## config.mk

```make
export PLATFORM = sky130hd
export DESIGN_NAME = illm_lane_sequencer
export DESIGN_NICKNAME = d
export VERILOG_FILES = /design/src/rtl/illm_seq_pkg.sv /design/src/rtl/illm_lane_sequencer_gather.sv /design/src/rtl/illm_lane_sequencer.sv
export SDC_FILE = /design/constraint.sdc
export NUM_CORES = 1
export LEC_CHECK = 0
export BUFFER_PORTS_ARGS = -buffer_cell sky130_fd_sc_hd__clkbuf_2
export CORE_MARGIN = 3
export CORE_UTILIZATION = 55
export CTS_CLUSTER_DIAMETER = 40
export DETAILED_ROUTE_END_ITERATION = 10
export GPL_TIMING_DRIVEN = 0
export PLACE_DENSITY = 0.78
export SETUP_SLACK_MARGIN = 0.2
export SYNTH_ARGS = -nofsm -noshare
export SYNTH_HDL_FRONTEND = slang
export SYNTH_HIERARCHICAL = 1
export SYNTH_SLANG_ARGS = --single-unit
```

## constraint.sdc

```tcl
create_clock -name clock -period 3.5 [get_ports clock]
set_input_delay 0.35 -clock clock [delete_from_list [all_inputs] [get_ports clock]]
set_output_delay 0.35 -clock clock [all_outputs]
set_load 0.03 [all_outputs]
```

## src/rtl/illm_seq_pkg.sv

```systemverilog
// Shared definitions for the illm_d1 lane sequencer.
// Purpose : default widths for the sequencer and the state encodings of the
//           scatter and gather state machines.
// Contents: DEF_LANES, DEF_IW, DEF_OW, sc_state_t, ga_state_t.
package illm_seq_pkg;

  localparam int DEF_LANES = 8;
  localparam int DEF_IW    = 16;
  localparam int DEF_OW    = 9;

  // Scatter side: collect a row, issue it to the lanes, or issue an all-lane EOS.
  typedef enum logic [1:0] {
    SC_FILL,
    SC_ISSUE,
    SC_EOS
  } sc_state_t;

  // Gather side: collect the lane results, then serialise them.
  typedef enum logic {
    GA_COLLECT,
    GA_DRAIN
  } ga_state_t;

endpackage

```

## src/rtl/illm_lane_sequencer_gather.sv

```systemverilog
// illm_row_gather
// Purpose : collects one result per lane from the butterfly stage, then
//           serialises the row lane 0..7 onto a single stream. Rows that
//           carry any EOS flag collapse into one EOS token. A 3-bit row
//           counter marks the end of each 8x8 block with blk_done.
// Ports   : clock, reset (sync, active-high)
//           lb_d/lb_e/lb_v in, lb_b out : per-lane result streams
//           o_d/o_e/o_v out, o_b in     : serial output stream
//           blk_done out                : pulse after the 8th data row drains
//           err_eos_mix out             : sticky, EOS row had mixed e flags
module illm_row_gather
  import illm_seq_pkg::*;
#(
  parameter int LANES = DEF_LANES,
  parameter int OW    = DEF_OW
) (
  input  logic                clock,
  input  logic                reset,
  input  logic [LANES*OW-1:0] lb_d,
  input  logic [LANES-1:0]    lb_e,
  input  logic [LANES-1:0]    lb_v,
  output logic [LANES-1:0]    lb_b,
  output logic [OW-1:0]       o_d,
  output logic                o_e,
  output logic                o_v,
  input  logic                o_b,
  output logic                blk_done,
  output logic                err_eos_mix
);

  localparam int IDXW = $clog2(LANES);

  ga_state_t             state_q, state_n;
  logic [LANES*OW-1:0]   row_q, row_n;
  logic [LANES-1:0]      e_q, e_n;
  logic                  eos_row_q, eos_row_n;
  logic [IDXW-1:0]       widx_q, widx_n;
  logic [2:0]            rows_q, rows_n;
  logic [LANES-1:0]      lb_b_n;
  logic [OW-1:0]         o_d_n;
  logic                  o_e_n, o_v_n;
  logic                  blk_done_n, err_eos_mix_n;
  logic [LANES-1:0]      cap;
  logic [LANES-1:0]      mask_n;

  // lb_b doubles as the capture mask: a lane is blocked once its word is held.
  assign cap    = lb_v & ~lb_b;
  assign mask_n = lb_b | cap;

  // Next-state and registered-output logic for the gather FSM.
  always_comb begin
    state_n       = state_q;
    row_n         = row_q;
    e_n           = e_q;
    eos_row_n     = eos_row_q;
    widx_n        = widx_q;
    rows_n        = rows_q;
    lb_b_n        = lb_b;
    o_d_n         = o_d;
    o_e_n         = o_e;
    o_v_n         = o_v;
    blk_done_n    = 1'b0;
    err_eos_mix_n = err_eos_mix;

    case (state_q)
      GA_COLLECT: begin
        for (int i = 0; i < LANES; i++) begin
          if (cap[i]) begin
            row_n[i*OW +: OW] = lb_d[i*OW +: OW];
            e_n[i]            = lb_e[i];
          end
        end
        lb_b_n = mask_n;
        // The last lane may be captured in this very cycle, so test the
        // updated mask rather than the registered one.
        if (&mask_n) begin
          state_n = GA_DRAIN;
          widx_n  = '0;
          o_v_n   = 1'b1;
          if (|e_n) begin
            eos_row_n = 1'b1;
            o_e_n     = 1'b1;
            o_d_n     = '0;
            if (e_n != '1) err_eos_mix_n = 1'b1;
          end else begin
            eos_row_n = 1'b0;
            o_e_n     = 1'b0;
            o_d_n     = row_n[OW-1:0];
          end
        end
      end

      GA_DRAIN: begin
        if (o_v && !o_b) begin
          if (eos_row_q || widx_q == IDXW'(LANES-1)) begin
            state_n = GA_COLLECT;
            o_v_n   = 1'b0;
            o_e_n   = 1'b0;
            lb_b_n  = '0;
            e_n     = '0;
            if (eos_row_q) begin
              rows_n = 3'd0;
            end else begin
              rows_n = rows_q + 3'd1;
              if (rows_q == 3'd7) blk_done_n = 1'b1;
            end
          end else begin
            widx_n = widx_q + 1'b1;
            o_d_n  = row_q[(int'(widx_q) + 1)*OW +: OW];
          end
        end
      end

      default: state_n = GA_COLLECT;
    endcase
  end

  // State and output registers; reset discards any partially gathered row.
  always_ff @(posedge clock) begin
    if (reset) begin
      state_q     <= GA_COLLECT;
      row_q       <= '0;
      e_q         <= '0;
      eos_row_q   <= 1'b0;
      widx_q      <= '0;
      rows_q      <= 3'd0;
      lb_b        <= '0;
      o_d         <= '0;
      o_e         <= 1'b0;
      o_v         <= 1'b0;
      blk_done    <= 1'b0;
      err_eos_mix <= 1'b0;
    end else begin
      state_q     <= state_n;
      row_q       <= row_n;
      e_q         <= e_n;
      eos_row_q   <= eos_row_n;
      widx_q      <= widx_n;
      rows_q      <= rows_n;
      lb_b        <= lb_b_n;
      o_d         <= o_d_n;
      o_e         <= o_e_n;
      o_v         <= o_v_n;
      blk_done    <= blk_done_n;
      err_eos_mix <= err_eos_mix_n;
    end
  end

endmodule

```

## src/rtl/illm_lane_sequencer.sv

```systemverilog
// illm_lane_sequencer
// Purpose : feeds and drains the 8-lane IDCT 1-D butterfly stage. The scatter
//           side gathers 8 serial coefficients into a row and issues it to all
//           lanes at once; the gather side (illm_row_gather) serialises lane
//           results back onto one stream.
// Ports   : clock, reset (sync, active-high)
//           s_d/s_e/s_v in, s_b out     : serial coefficient input
//           la_d/la_e/la_v out, la_b in : per-lane streams into the stage
//           lb_d/lb_e/lb_v in, lb_b out : per-lane results from the stage
//           o_d/o_e/o_v out, o_b in     : serial result output
//           blk_done, err_partial, err_eos_mix : status outputs
module illm_lane_sequencer
  import illm_seq_pkg::*;
#(
  parameter int IW    = DEF_IW,
  parameter int OW    = DEF_OW,
  parameter int LANES = DEF_LANES
) (
  input  logic                clock,
  input  logic                reset,
  input  logic [IW-1:0]       s_d,
  input  logic                s_e,
  input  logic                s_v,
  output logic                s_b,
  output logic [LANES*IW-1:0] la_d,
  output logic [LANES-1:0]    la_e,
  output logic [LANES-1:0]    la_v,
  input  logic [LANES-1:0]    la_b,
  input  logic [LANES*OW-1:0] lb_d,
  input  logic [LANES-1:0]    lb_e,
  input  logic [LANES-1:0]    lb_v,
  output logic [LANES-1:0]    lb_b,
  output logic [OW-1:0]       o_d,
  output logic                o_e,
  output logic                o_v,
  input  logic                o_b,
  output logic                blk_done,
  output logic                err_partial,
  output logic                err_eos_mix
);

  localparam int IDXW = $clog2(LANES);

  sc_state_t             state_q, state_n;
  logic [IDXW-1:0]       idx_q, idx_n;
  logic [LANES*IW-1:0]   row_q, row_n;
  logic                  eos_pend_q, eos_pend_n;
  logic                  s_b_n;
  logic [LANES*IW-1:0]   la_d_n;
  logic [LANES-1:0]      la_e_n, la_v_n;
  logic                  err_partial_n;
  logic                  s_xfer;
  logic [LANES-1:0]      lane_xfer;

  assign s_xfer    = s_v & ~s_b;
  assign lane_xfer = la_v & ~la_b;

  // Scatter FSM. la_v itself is the inverse of the per-lane done mask: each
  // lane drops its valid on its own transfer, and the row is retired once
  // every lane has dropped. A mid-row EOS pads the row with zeros, issues it,
  // and remembers the EOS so it follows as an all-lane EOS issue.
  always_comb begin
    state_n       = state_q;
    idx_n         = idx_q;
    row_n         = row_q;
    eos_pend_n    = eos_pend_q;
    s_b_n         = s_b;
    la_d_n        = la_d;
    la_v_n        = la_v & ~lane_xfer;
    la_e_n        = la_e & ~lane_xfer;
    err_partial_n = err_partial;

    case (state_q)
      SC_FILL: begin
        s_b_n = 1'b0;
        if (s_xfer) begin
          if (!s_e) begin
            row_n[idx_q*IW +: IW] = s_d;
            if (idx_q == IDXW'(LANES-1)) begin
              state_n = SC_ISSUE;
              s_b_n   = 1'b1;
              la_v_n  = '1;
              la_e_n  = '0;
              la_d_n  = row_n;
            end else begin
              idx_n = idx_q + 1'b1;
            end
          end else if (idx_q == '0) begin
            state_n = SC_EOS;
            s_b_n   = 1'b1;
            la_v_n  = '1;
            la_e_n  = '1;
            la_d_n  = '0;
          end else begin
            err_partial_n = 1'b1;
            eos_pend_n    = 1'b1;
            for (int i = 0; i < LANES; i++) begin
              if (i >= int'(idx_q)) row_n[i*IW +: IW] = '0;
            end
            state_n = SC_ISSUE;
            s_b_n   = 1'b1;
            la_v_n  = '1;
            la_e_n  = '0;
            la_d_n  = row_n;
          end
        end
      end

      SC_ISSUE: begin
        if (la_v_n == '0) begin
          idx_n = '0;
          if (eos_pend_q) begin
            state_n    = SC_EOS;
            eos_pend_n = 1'b0;
            la_v_n     = '1;
            la_e_n     = '1;
            la_d_n     = '0;
          end else begin
            state_n = SC_FILL;
            s_b_n   = 1'b0;
          end
        end
      end

      SC_EOS: begin
        if (la_v_n == '0) begin
          idx_n   = '0;
          state_n = SC_FILL;
          s_b_n   = 1'b0;
        end
      end

      default: state_n = SC_FILL;
    endcase
  end

  // Scatter state and output registers; reset drops any buffered tokens.
  always_ff @(posedge clock) begin
    if (reset) begin
      state_q     <= SC_FILL;
      idx_q       <= '0;
      row_q       <= '0;
      eos_pend_q  <= 1'b0;
      s_b         <= 1'b0;
      la_d        <= '0;
      la_e        <= '0;
      la_v        <= '0;
      err_partial <= 1'b0;
    end else begin
      state_q     <= state_n;
      idx_q       <= idx_n;
      row_q       <= row_n;
      eos_pend_q  <= eos_pend_n;
      s_b         <= s_b_n;
      la_d        <= la_d_n;
      la_e        <= la_e_n;
      la_v        <= la_v_n;
      err_partial <= err_partial_n;
    end
  end

  illm_row_gather #(
    .LANES (LANES),
    .OW    (OW)
  ) u_gather (
    .clock       (clock),
    .reset       (reset),
    .lb_d        (lb_d),
    .lb_e        (lb_e),
    .lb_v        (lb_v),
    .lb_b        (lb_b),
    .o_d         (o_d),
    .o_e         (o_e),
    .o_v         (o_v),
    .o_b         (o_b),
    .blk_done    (blk_done),
    .err_eos_mix (err_eos_mix)
  );

endmodule

```

==> results.toml, run 1 <==
[run_status]
status = "complete, no violations"

[grt]
grt.overflow.total = 0
grt_pass1_wl_mm = 78.8
grt_pass1_vias = 14800
antenna_found_initial = 7
grt_max_degree = 14
grt_usage_pct = 30.8

[power_and_ir_drop]
share_comb_of_total_power_pct = 15.5
p_sw_share_pct = 28.6
internal-power_mw = 8.14
p_seq_share_pct = 41.9
peakVddDrop_uv = 485
p_total_mw = 11.4
p_leak_nw = 7.77
powerDensity_nw_per_um2 = 570
p_sw_mw = 3.26
clockPowerShare_pct = 42.7

[clock_network]
post_cts_buffers = 0
cts_tree = "done"
h-tree-depth = 2
clk_path_buf_depth = 3
numCtsBuffers = 46
postCtsHoldBufs = 0
clk_pin_slew_worst_paths_ns = 0.06
clock_latency_ns = 0.54
cts_resized = 0
cts.sinks = 389
cts-root-buf = "clkbuf_16"

[placed_design]
gp_congestion = 0.899
post-dp-hpwl_mm = 37.1
post-place-ws_ns = 0.511
port_buffers = 282

[final_layout]
final_nets = 2243
fin_util_pct = 68.6
layout_common_cells = "dfxtp_1 (389), clkbuf_2 (282), nor2_1 (196)"
drive_gt1_share_pct = 21.6
syn_to_final_growth_pct = 21.0
layout_commonest_cell = "dfxtp_1"

[synth]
synth_xor_area_share_pct = 0
synthCells = 1781
synthSimpleGateAreaFrac_pct = 18.5
ys_async_sr_fraction_pct = 0
seq_area_frac_synth_pct = 47.1
synth-compound-area-share_pct = 20.0
synth.net_count = 1913
synth_seq_cells = 389
muxShareOfSynthArea_pct = 8.10
syn_area_per_cell_um2 = 9.28
synth_top_family_by_area = "compound AO/OA/AOI/OAI gates"
synth_ff_type = "dfxtp_1"
synthAdderAreaFrac_pct = 1.14
netlist_area_um2 = 16500
synth_edf_count = 0
ys_warn_count = 6
synth_cell_types = 64

[critical_path]
slowest_delay_ns = 0.41
cp-start-kind = "register"
arrival_ns = 3.49
end_kind = "register"
path_cells = "buf_2, inv_1, ha_1, ha_1, buf_4, or3b_1, nor3_2, o21a_1, nor2_1, buf_2, o2bb2ai_1"
worst-path-buf-inv = 4
slowest_stage = "or3b_1"
crit_fanout = 10
worstSetupPathType = "register to register"
cp_top_family = "simple AND/OR/NAND/NOR gates"
r2r_slack_ns = 0.41
crit_required_ns = 3.90

[timing]
slew_violations = 0
setup_slack_ns = 0.406
fmax_ghz = 0.323
hold_ws_ns = 0.0443
relSlewSlack_pct = 34.0
fin_skew_ns = 0.0204
tns_ns = 0
worst_pin_slew_ns = 0.988
min_period_ns = 3.09
finalCritPeriodShare_pct = 88.4
hold_viol_final = 0
setup_violations = 0
rsz0062_at_grt = "false"

[detailed_routing]
drc_errors = 0
drt_iter0_markers = 1335
wl_per_cell_um = 20.4
vias = 15500
ant_nets = 0
dr.pass1.iters = 6
drt_wl_total_mm = 51.8
vias_per_cell = 6.10

[floorplan]
io_pins = 284
num_rows = 62
dieHeight_um = 179
start_util_pct = 56.7
die_area_um2 = 32200
core_um2 = 29200
die_w_um = 179

[worst_hold_path]
hold_path_class = "primary input to register"

[run]
maxCapViolations = 0
-- flip-flops by register name (all words and copies together), names as in the netlist --
| signal | cells |
|---|---|
| u_gather/widx_q | 3 |
| u_gather/o_e | 1 |
| state_q | 2 |
| u_gather/rows_q | 3 |
| u_gather/lb_b | 8 |
| la_d | 128 |
| eos_pend_q | 1 |
| la_v | 8 |
| la_e | 8 |
| u_gather/e_q | 8 |
| u_gather/state_q | 1 |
| err_partial | 1 |
| row_q | 128 |
| s_b | 1 |
| u_gather/blk_done | 1 |
| u_gather/o_v | 1 |
| u_gather/row_q | 72 |
| u_gather/o_d | 9 |
| u_gather/eos_row_q | 1 |
| idx_q | 3 |
| u_gather/err_eos_mix | 1 |
-- cell families after synthesis --
| kind of cell | after synthesis |
|---|---|
| mux | 122 |
| buf+inv | 185 |
| simple gates | 591 |
| flops | 389 |
| compound gates | 479 |
| fa+ha+maj | 15 |
-- cell usage after synthesis, types with 5 or more instances --
cell type / number / share of area, %
nor3_2: 5 / 0.30
nor2_1: 196 / 4.5
buf_4: 16 / 0.73
o2bb2ai_1: 17 / 0.90
dfxtp_1: 389 / 47
nand2b_1: 12 / 0.45
o21ai_0: 53 / 1.6
nand4b_1: 53 / 2.8
a311oi_1: 9 / 0.48
mux2i_1: 109 / 6.6
nor3_1: 58 / 1.8
ha_1: 15 / 1.1
buf_2: 47 / 1.4
nand2_1: 109 / 2.5
a31oi_1: 24 / 0.91
inv_1: 8 / 0.18
a22o_1: 48 / 2.5
nor2b_1: 27 / 1.0
o22ai_1: 8 / 0.30
a22oi_1: 104 / 4.7
mux4_2: 9 / 1.2
clkbuf_1: 104 / 2.4
o211ai_1: 18 / 0.82
buf_1: 5 / 0.11
o21ai_1: 6 / 0.18
and2_1: 31 / 1.2
nand3_1: 53 / 1.6
o21a_1: 10 / 0.45
nand3b_1: 17 / 0.77
a21oi_1: 117 / 3.5
a221oi_1: 49 / 2.6
buf_6: 5 / 0.34
-- worst register-to-register path, delay by kind of cell (launching register included) --
kind                       cells  cell delay [ns]
AOI/OAI and AO/OA              2             0.34
adders and majority gates      2             0.51
buffers and inverters          4             0.83
DFF                            1             0.35
and+or+nand+nor                3             0.93
-- final cells by class --
| cell class | instances | area [um^2] |
|---|---|---|
| Antenna cell | 10 | 25.0 |
| Clock inverter | 26 | 307 |
| Multi-Input combinational cell | 1207 | 7890 |
| Clock buffer | 57 | 1250 |
| Sequential cell | 389 | 7790 |
| Tap cell | 384 | 480 |
| Fill cell | 2310 | 9170 |
| Inverter | 8 | 30.0 |
| Buffer | 177 | 821 |
| Timing Repair Buffer | 282 | 1410 |
-- per-layer routing --
metal | part of all wire (%) | global-route usage (%)
met5 | 0.019 | 0
met4 | 5.2 | 17.1
met3 | 8.2 | 5.20
met2 | 47 | 49.4
met1 | 40 | 39.6
-- per-stage QoR --
step                instance area [um^2]  instances
floorplan                          16500       1781
detailed placement                 18400       2447
finish                             20000       2540
global route                       20000       2536
global placement                   18400       2447
CTS                                20000       2530
-- final timing paths --
check,from,cells after the start,to
setup / recovery,idx_q[1]$_SDFFE_PP0P_,11,row_q[109]$_SDFFE_PP0P_
hold / removal,lb_d[35],3,u_gather/row_q[35]$_SDFFE_PP0P_
setup reg to reg,idx_q[1]$_SDFFE_PP0P_,11,row_q[109]$_SDFFE_PP0P_
hold reg to reg,row_q[108]$_SDFFE_PP0P_,1,row_q[108]$_SDFFE_PP0P_
-- power by group through the flow --
stage          logic (mW)  clock network [mW]  registers (mW)
2_1_floorplan       0.953                   0            5.06
3_3_place_gp         1.69                   0            4.85
3_5_place_dp         1.72                   0            4.86
4_1_cts              1.74                4.90            4.76
5_1_grt              1.89                5.09            4.79
6_report             1.76                4.86            4.77
Note: power is estimated with default switching activity, not from simulation.
==> run 2, diff against run 1 <==
CORE_ASPECT_RATIO = 1.5   (was unset)
==> results.toml, run 2 (synthesis results as in run 1) <==
[detailed_routing]
drt_iter0_markers = 1303
drc_errors = 0
drt_wl_total_mm = 54.0
ant_nets = 0
vias = 15400
wl_per_cell_um = 21.4
dr.pass1.iters = 6
vias_per_cell = 6.08

[worst_hold_path]
hold_path_class = "primary input to register"

[grt]
grt_usage_pct = 32.0
grt_pass1_wl_mm = 81.4
grt_pass1_vias = 14900
grt_max_degree = 16
grt.overflow.total = 0
antenna_found_initial = 0

[final_layout]
stdcell_count = 2530
final_nets = 2237
layout_common_cells = "dfxtp_1 (389), clkbuf_2 (282), nor2_1 (196)"
syn_to_final_growth_pct = 19.8
diodes = 0
drive_gt1_share_pct = 21.2
layout_commonest_cell = "dfxtp_1"
fin_util_pct = 67.0
largest_registers = "la_d (128), row_q (128), u_gather/row_q (72)"

[timing]
rsz0062_at_grt = "false"
min_period_ns = 3.32
worst_pin_slew_ns = 1.07
tns_ns = 0
setup_violations = 0
fmax_ghz = 0.301
hold_viol_final = 0
slew_violations = 0
finalCritPeriodShare_pct = 94.9
relSlewSlack_pct = 28.6
fin_skew_ns = 0.0139

[clock_network]
numCtsBuffers = 40
cts_tree = "done"
cts.sinks = 389
clock_latency_ns = 0.54
h-tree-depth = 2
cts-root-buf = "clkbuf_16"
post_cts_buffers = 0
clk_pin_slew_worst_paths_ns = 0.06
clk_path_buf_depth = 3

[critical_path]
worstSetupPathType = "register to register"
crit_required_ns = 3.96
arrival_ns = 3.79
cp-start-kind = "register"
crit_fanout = 10
end_kind = "register"

[floorplan]
num_rows = 77
die_w_um = 148
start_util_pct = 55.9
core_um2 = 29600
io_pins = 284
die_area_um2 = 32200
dieHeight_um = 218

[power_and_ir_drop]
powerDensity_nw_per_um2 = 552
p_total_mw = 10.9
p_leak_nw = 7.70
peakVddDrop_uv = 476

[placed_design]
post-dp-hpwl_mm = 40.3
port_buffers = 282
gp_congestion = 0.943
dp.cells = 2458

[run_status]
status = "complete, no violations"

[run]
maxCapViolations = 0
-- run 2: cell types whose count changed in the layout (fill, tap and decap cells not counted), moves of 2 or more --
cell | previous run | this run
diode_2 | 10 | 0
clkbuf_16 | 47 | 42
clkinvlp_4 | 7 | 2
bufinv_16 | 5 | 3
clkbuf_8 | 4 | 6
clkinv_4 | 3 | 1
inv_8 | 0 | 2
-- run 2: power by group --
| part | internal [mW] | total (mW) | switching, mW |
|---|---|---|---|
| logic | 0.566 | 1.79 | 1.22 |
| registers | 4.63 | 4.76 | 0.126 |
| clock network | 2.57 | 4.39 | 1.82 |
| total | 7.77 | 10.9 | 3.16 |
-- run 2: critical path, stage by stage, from the launching register on --
cell      delay (ns)
dfxtp_1         0.35
ha_1            0.21
ha_1            0.19
nor2_2          0.23
o21ai_1         0.16
nand3_1         0.35
buf_1           0.85
clkbuf_1        0.58
nand3_1         0.16
a21oi_1         0.17
-- run 2: path summary, 6_finish.rpt --
| check | from | to | slack, ns | depth (start not counted) |
|---|---|---|---|---|
| worst min register to register | la_d[5]$_SDFFE_PP0P_ | la_d[5]$_SDFFE_PP0P_ | 0.45 | 2 |
| worst max register to register | idx_q[0]$_SDFFE_PP0P_ | la_d[126]$_SDFFE_PP0P_ | 0.18 | 9 |
| worst max-delay path | idx_q[0]$_SDFFE_PP0P_ | la_d[126]$_SDFFE_PP0P_ | 0.18 | 9 |
| worst min-delay path | lb_d[34] | u_gather/row_q[34]$_SDFFE_PP0P_ | 0.05 | 3 |
-- run 2: cell type report --
cell class / instances / area [um^2]
Buffer: 177 / 821
Timing Repair Buffer: 282 / 1410
Clock buffer: 55 / 1160
Clock inverter: 17 / 200
Inverter: 8 / 30.0
Multi-Input combinational cell: 1207 / 7900
Fill cell: 2478 / 9770
Tap cell: 395 / 494
Sequential cell: 389 / 7790
-- run 2: layer usage --
metal  GRT usage, %  wire length (um)
met1           33.9             18800
met3           5.16              3660
met5              0                 0
met4           21.5              4000
met2           57.7             27600
-- run 2: what timing repair did --
item,in CTS,in global routing
gates resized for setup,0,3
hold buffers,0,0
setup endpoints to repair,0,9
hold endpoints to repair,0,0
-- run 2: stage by stage --
step / setup slack, ns / instance area, um^2 / hold WS, ns
after detailed placement: 0.280 / 18400 / 0.447
after global routing: 0.201 / 19800 / 0.0494
final: 0.177 / 19800 / 0.0479
after floorplan: 0.890 / 16500 / 0.433
after CTS: 0.237 / 19800 / 0.0364
after global placement: 0.327 / 18400 / 0.442
==> run 3, diff against run 2 <==
CTS_BUF_LIST = sky130_fd_sc_hd__clkbuf_16   (was unset)
==> results.toml, run 3 (synthesis results as in run 1) <==
[grt]
grt_pass1_vias = 14800
grt_usage_pct = 31.9
grt_pass1_wl_mm = 81.3
antenna_found_initial = 0
grt_max_degree = 16
grt.overflow.total = 0

[detailed_routing]
drc_errors = 0
drt_iter0_markers = 1314
wl_per_cell_um = 21.4
vias_per_cell = 6.09
vias = 15400
drt_wl_total_mm = 54.2
ant_nets = 0
dr.pass1.iters = 6

[timing]
hold_viol_final = 0
setup_violations = 0
min_period_ns = 3.35
slew_violations = 0
tns_ns = 0
finalCritPeriodShare_pct = 95.7
relSlewSlack_pct = 25.6
worst_pin_slew_ns = 1.12
rsz0062_at_grt = "false"
fin_skew_ns = 0.0123
fmax_ghz = 0.298

[clock_network]
clk_pin_slew_worst_paths_ns = 0.06
numCtsBuffers = 40
cts-root-buf = "clkbuf_16"
clock_latency_ns = 0.54
clk_path_buf_depth = 3
cts_tree = "done"
h-tree-depth = 2
cts.sinks = 389

[run_status]
status = "complete, no violations"

[placed_design]
dpl-instance-area_um2 = 18400
post-dp-hpwl_mm = 40.3
gp_congestion = 0.943
port_buffers = 282

[floorplan]
dieHeight_um = 218
num_rows = 77
io_pins = 284
die_area_um2 = 32200
die_w_um = 148
core_um2 = 29600
start_util_pct = 55.9

[power_and_ir_drop]
peakVddDrop_uv = 476
internal-power_mw = 7.62
p_leak_nw = 7.70
clockPowerShare_pct = 39.2
p_sw_mw = 3.16
p_seq_share_pct = 44.2
powerDensity_nw_per_um2 = 546
p_sw_share_pct = 29.3
share_comb_of_total_power_pct = 16.6

[critical_path]
end_kind = "register"
cp-start-kind = "register"
arrival_ns = 3.81
crit_required_ns = 3.96
crit_fanout = 10
worstSetupPathType = "register to register"

[final_layout]
drive_gt1_share_pct = 20.9
diodes = 0
final_nets = 2237
largest_registers = "la_d (128), row_q (128), u_gather/row_q (72)"
layout_commonest_cell = "dfxtp_1"
fillers = 2496
syn_to_final_growth_pct = 19.5
fin_area_um2 = 19700
layout_common_cells = "dfxtp_1 (389), clkbuf_2 (282), nor2_1 (196)"

[run]
maxCapViolations = 0

[worst_hold_path]
hold_path_class = "primary input to register"
[run 3: cell count changes in the layout (fill, tap and decap cells not counted), sizes merged]
| cell | before | now |
|---|---|---|
| inv | 12 | 19 |
| clkbuf | 440 | 427 |
| clkinv | 8 | 14 |
[run 3: worst paths after layout]
path                               from                         endpoint  slack, ns  cells past startpoint
hold / removal                 lb_d[34]  u_gather/row_q[34]$_SDFFE_PP0P_       0.05                      3
setup / recovery  idx_q[0]$_SDFFE_PP0P_           la_d[126]$_SDFFE_PP0P_       0.15                      9
hold reg to reg    la_d[5]$_SDFFE_PP0P_             la_d[5]$_SDFFE_PP0P_       0.46                      2
setup reg to reg  idx_q[0]$_SDFFE_PP0P_           la_d[126]$_SDFFE_PP0P_       0.15                      9
[run 3: final cells by class]
class	count	area, um^2	area share [%]
Sequential cell	389	7790	39.4
Tap cell	395	494	2.50
Buffer	177	821	4.16
Inverter	8	30.0	0.152
Clock buffer	42	1050	5.32
Multi-Input combinational cell	1207	7900	40.0
Timing Repair Buffer	282	1410	7.15
Clock inverter	30	249	1.26
[run 3: metrics by stage]
step | hold WS (ns) | power [mW] | util [%] | instances | setup WS [ns]
after global placement | 0.442 | 6.57 | 62.3 | 2458 | 0.327
final | 0.0479 | 10.8 | 66.8 | 2530 | 0.150
after global routing | 0.0502 | 11.1 | 66.8 | 2530 | 0.201
after floorplan | 0.433 | 6.01 | - | 1781 | 0.890
after CTS | 0.0364 | 10.8 | 66.7 | 2530 | 0.237
after detailed placement | 0.447 | 6.61 | 62.3 | 2458 | 0.280
[run 3: critical path, stage by stage, from the launching register on]
cell      delay [ns]
dfxtp_1         0.35
ha_1            0.21
ha_1            0.19
nor2_2          0.22
o21ai_1         0.16
nand3_1         0.35
buf_1           0.88
clkbuf_1        0.59
nand3_1         0.15
a21oi_1         0.17
[run 3: routing by layer]
metal	vias to the layer above	GRT usage (%)	share of wire, %
met2	782	57.7	51
met1	7273	33.8	34
li1	7170	-	-
met5	-	0	0
met4	0	21.5	7.5
met3	195	5.35	7.3
[run 3: power groups by stage]
stage	Combinational, mW	Sequential (mW)	Clock (mW)
2_1_floorplan	0.953	5.06	0
6_report	1.79	4.76	4.23
4_1_cts	1.77	4.76	4.28
3_3_place_gp	1.73	4.85	0
3_5_place_dp	1.76	4.85	0
5_1_grt	1.91	4.78	4.43
[run 3: timing repair]
item                       in CTS  in global routing
buffers inserted                0                  0
setup endpoints to repair       0                  9
hold buffers                    0                  0
resized for setup               0                  3
